File: config.mk
export PLATFORM = sky130hd
export DESIGN_NAME = seg7_scan_ctrl
export DESIGN_NICKNAME = d
export VERILOG_FILES = /design/src/rtl/seg7_scan_ctrl.sv
export SDC_FILE = /design/constraint.sdc
export NUM_CORES = 1
export LEC_CHECK = 0
export ABC_AREA = 1
export CAP_MARGIN = 10
export CORE_ASPECT_RATIO = 0.7
export CORE_MARGIN = 4
export CORE_UTILIZATION = 50
export DETAILED_ROUTE_END_ITERATION = 6
export PLACE_DENSITY = 0.72
export SYNTH_ARGS = -nofsm -noshare
export SYNTH_HDL_FRONTEND = slang
export SYNTH_SLANG_ARGS = --single-unit
File: constraint.sdc
create_clock -name clk -period 1.9 [get_ports clk]
set_input_delay 0.38 -clock clk [delete_from_list [all_inputs] [get_ports clk]]
set_output_delay 0.38 -clock clk [all_outputs]
set_load 0.005 [all_outputs]
File: src/rtl/seg7_scan_ctrl.sv
// Multiplexed 4-digit 7-segment scanner: BLANK/DRIVE per digit, new words committed at frame start.
// Outputs registered one cycle from FSM state; load_ready drops while a word waits for the next commit.
module seg7_scan_ctrl #(
    parameter int DIGIT_CYCLES = 1000,
    parameter int BLANK_CYCLES = 8
) (
    input  logic        clk,
    input  logic        rst_n,
    input  logic        enable,
    input  logic        load_valid,
    input  logic [15:0] load_data,
    input  logic [3:0]  load_dp,
    input  logic        lz_blank,
    output logic        load_ready,
    output logic [3:0]  value,
    output logic [3:0]  digit_en,
    output logic        dp,
    output logic        frame_start
);

    localparam int MAXC = (DIGIT_CYCLES > BLANK_CYCLES) ? DIGIT_CYCLES : BLANK_CYCLES;
    localparam int CW   = $clog2(MAXC);
    localparam logic [CW-1:0] BLANK_LAST = CW'(BLANK_CYCLES - 1);
    localparam logic [CW-1:0] DRIVE_LAST = CW'(DIGIT_CYCLES - 1);

    typedef enum logic {
        BLANK = 1'b0,
        DRIVE = 1'b1
    } state_t;

    state_t        state;
    logic [CW-1:0] cnt;
    logic [1:0]    idx;

    logic          pending;
    logic [15:0]   pend_data;
    logic [3:0]    pend_dp;
    logic [15:0]   disp_data;
    logic [3:0]    disp_dp;

    logic          commit_slot;
    logic          commit_now;
    logic          accept;
    logic          suppress;
    logic [3:0]    cur_nibble;

    assign commit_slot = (state == BLANK) && (idx == 2'd0) && (cnt == '0);
    // Disabled scanning lets a pending word through immediately so the display tracks loads.
    assign commit_now  = pending && (!enable || commit_slot);
    assign accept      = load_valid && !pending;
    assign load_ready  = !pending;

    // The pulse must coincide with the commit cycle itself, so it is decoded from the
    // state registers; rst_n gating keeps it low while reset is held.
    assign frame_start = rst_n && enable && commit_slot;

    assign cur_nibble = disp_data[{idx, 2'b00} +: 4];

    always_comb begin
        suppress = 1'b0;
        if (lz_blank) begin
            case (idx)
                2'd3:    suppress = (disp_data[15:12] == 4'h0);
                2'd2:    suppress = (disp_data[15:8]  == 8'h00);
                2'd1:    suppress = (disp_data[15:4]  == 12'h000);
                default: suppress = 1'b0;
            endcase
        end
    end

    always_ff @(posedge clk or negedge rst_n) begin
        if (!rst_n) begin
            pending   <= 1'b0;
            pend_data <= 16'h0000;
            pend_dp   <= 4'h0;
            disp_data <= 16'h0000;
            disp_dp   <= 4'h0;
        end else if (commit_now) begin
            disp_data <= pend_data;
            disp_dp   <= pend_dp;
            pending   <= 1'b0;
        end else if (accept) begin
            pend_data <= load_data;
            pend_dp   <= load_dp;
            pending   <= 1'b1;
        end
    end

    always_ff @(posedge clk or negedge rst_n) begin
        if (!rst_n) begin
            state    <= BLANK;
            cnt      <= '0;
            idx      <= 2'd0;
            digit_en <= 4'h0;
            value    <= 4'h0;
            dp       <= 1'b0;
        end else if (!enable) begin
            state    <= BLANK;
            cnt      <= '0;
            idx      <= 2'd0;
            digit_en <= 4'h0;
        end else begin
            case (state)
                BLANK: begin
                    // Last blank cycle: latch the upcoming digit so it is stable for the whole slot.
                    if (cnt == BLANK_LAST) begin
                        state    <= DRIVE;
                        cnt      <= '0;
                        value    <= cur_nibble;
                        dp       <= !suppress && disp_dp[idx];
                        digit_en <= suppress ? 4'h0 : (4'b0001 << idx);
                    end else begin
                        cnt <= cnt + 1'b1;
                    end
                end
                DRIVE: begin
                    if (cnt == DRIVE_LAST) begin
                        state    <= BLANK;
                        cnt      <= '0;
                        idx      <= idx + 1'b1;
                        digit_en <= 4'h0;
                    end else begin
                        cnt <= cnt + 1'b1;
                    end
                end
                default: begin
                    state    <= BLANK;
                    cnt      <= '0;
                    digit_en <= 4'h0;
                end
            endcase
        end
    end

endmodule

==> out/results.txt <==
CTS sink cnt: 63
Final Non-Filler Cells: 475
multiplexer share of the synthesized area: 0.05056
Port-buffer cells: 35
I/O pins: 36
All-Layer GR Usage: 0.1941
flops & latches, synth: 63
initial antenna violation count: 0
routed vias: 2413
DP HPWL: 4.717 mm
global-route wire length before repair: 11.15 mm
TritonCTS clock tree: yes
P per Cell Area: 1055 nW/um^2
RSZ-0062 raised after global routing: false
die area: 7584 um^2
CP Max Fanout: 3
share of cells above drive strength 1: 0.2125
CP Data Required Time: 1.52 ns
Clock Root Buffer: clkbuf_8
Remaining DRCs: 0
row count: 23
Hold Crit Class: in2async
Worst Tran Pin Value: 0.7891 ns
commonest non-fill, non-tap cell in the layout: nand2_1
Final Hold Vio Count: 0
area grow syn2layout: 23.56%
main area contributors after synthesis: dfrtp_1, nand2_1, mux2_2
Tot Pwr: 4063 uW
Syn Std Cell Area: 3118 um^2
ant diodes: 0
Synth Area in XOR/XNOR: 0.01404
H-Tree Depth: 3
dpl cells: 458
CORE AREA: 5871 um^2
area fraction in compound gates after synthesis: 0.08186
initial core utilization: 0.5311
Longest Clk Path Bufs: 2
setup violators final: 0
main combinational cell family by area after synthesis: simple AND/OR/NAND/NOR gates
Synth Area in Simple Gates: 0.2576
fmax: 0.5662 GHz
Syn Area/Cell: 9.171 um^2
Synth top area share: 0.5056
Synth cell types: 34
Post-Syn Instances: 340
crit share post-route: 0.9295
hold buffers post-CTS: 0
Max Slew Vio Count: 0
CTS buffer count: 9
register area share after synthesis: 0.5056
Die H: 74.07 um
skew final: 0.004147 ns
Max IR drop VDD: 0.6312 mV
post-DR wirelength/cell: 13.64 um
GP Congestion: 0.8692
layout net count: 428
worst path arrival time: 1.39 ns
Setup crit end kind: output port
Worst-Skew Late Latency: 0.34 ns
Ys Warns: 0
Post-Synth Adder-Cell Area: 0.02809
FF-to-FF setup slack: 0.20 ns
largest net degree at the start of global routing: 64
remaining global-route overflow: 0
via/cell ratio: 5.080
critical path type: reg2out
Final ANT Viol Nets: 0
min cycle time layout: 1.766 ns
Slew headroom: 0.4739
clk slew on worst S/H paths: 0.07 ns
Setup crit start kind: flip-flop
leading area contributor after synthesis: dfrtp_1
DRT Wirelength: 6.478 mm
die width: 102.4 um
First DRT Iteration DRCs: 149
First-pass DRT Iterations: 4
Final Core Density: 0.6562
Leak: 0.001866 uW
Max Cap Violations: 0
Syn Nets: 372
status: complete, no violations
most frequent cells in the layout: nand2_1, dfrtp_1, clkdlybuf4s50_1, nor2_1, nand3_1
number of global-route vias before repair: 2378
## stage by stage
| step | TNS [ns] | hold slack, ns | setup WS, ns | area [um^2] |
|---|---|---|---|---|
| 2_1_floorplan | 0 | 0.08441 | 0.08691 | 3118 |
| 3_3_place_gp | 0 | 0.4575 | 0.003982 | 3618 |
| 3_5_place_dp | -0.08672 | 0.4633 | -0.08672 | 3618 |
| 4_1_cts | 0 | 0.2638 | 0.02099 | 3830 |
| 5_1_grt | 0 | 0.2900 | 0.01414 | 3852 |
| 6_report | 0 | 0.2379 | 0.1339 | 3852 |
## worst max-delay path, stage by stage, from the launching register on
cell and delay, ns:
dfrtp_1 0.39, inv_1 0.11, nand2_2 0.14, nor2_8 0.17, nand2_4 0.06, nor2_2 0.06
buf_2 0.11
## metal layers
layer	vias to the layer above	wire length, um	GRT usage	share of wire
met4	0	91	0.06841	0.014
met5	-	0	0	0
li1	1211	-	-	-
met3	12	458	0.06373	0.071
met2	70	2869	0.2858	0.44
met1	1120	3059	0.2720	0.47
## logic make-up after synthesis
family | Yosys count
buf+inv | 41
fa+ha+maj | 7
compound gates | 43
mux | 14
xor+xnor | 5
flops | 63
simple gates | 167
## layout make-up
cell class | count | area (um^2)
fillers | 505 | 2018
clock buffers | 11 | 151.4
flip-flops and latches | 63 | 1577
well taps | 75 | 93.84
multi-input cells | 236 | 1375
inverters | 30 | 112.6
clock inverters | 4 | 45.04
repair buffers | 56 | 498.0
## where the power goes
| group | internal [uW] | switching [uW] |
|---|---|---|
| sequential | 1690 | 208 |
| clock | 662 | 485 |
| combinational | 456 | 560 |
## cells in the mapped netlist
| master | number |
|---|---|
| or2_2 | 1 |
| xor2_1 | 4 |
| inv_1 | 25 |
| nand3_1 | 25 |
| nor2_2 | 2 |
| nor2_4 | 3 |
| xnor2_1 | 1 |
| nand2_1 | 84 |
| nand3_2 | 2 |
| nand2_8 | 2 |
| nand3b_1 | 1 |
| o21bai_4 | 1 |
| or2_1 | 1 |
| o21ai_2 | 6 |
| dfrtp_1 | 63 |
| o21ai_0 | 18 |
| o22ai_1 | 1 |
| ha_1 | 7 |
| buf_4 | 2 |
| buf_2 | 2 |
| mux2_1 | 2 |
| nor3b_1 | 1 |
| mux2_2 | 12 |
| a21oi_1 | 16 |
| nor3_1 | 5 |
| a21boi_1 | 1 |
| clkbuf_1 | 3 |
| nor2_1 | 28 |
| nand4_1 | 5 |
| inv_2 | 5 |
| buf_6 | 4 |
| nand2_4 | 2 |
| nor2_8 | 1 |
| nand2_2 | 4 |
## sequential cells by signal, summed over array words and instances (netlist names)
register   cells
idx            2
dp             1
cnt           10
state          1
disp_dp        4
pending        1
digit_en       4
disp_data     16
value          4
pend_dp        4
pend_data     16
## worst paths after layout
path | depth (start not counted) | to | startpoint
hold / removal | 2 | pend_data[9] | rst_n
min in group clk | 2 | disp_data[3] | disp_data[3]
max in group asynchronous | 2 | cnt[5] | rst_n
setup reg to reg | 9 | digit_en[3] | cnt[0]
hold reg to reg | 2 | disp_data[3] | disp_data[3]
setup / recovery | 6 | frame_start | cnt[9]
## timing repair
action / 4_1_cts / 5_1_grt
buffers inserted: 2 / 0
resized for setup: 8 / 4
endpoints found under the setup margin: 1 / 1
pin swaps: 2 / 1
gates cloned: 0 / 0
No activity file was read; power rests on OpenSTA's default activity.
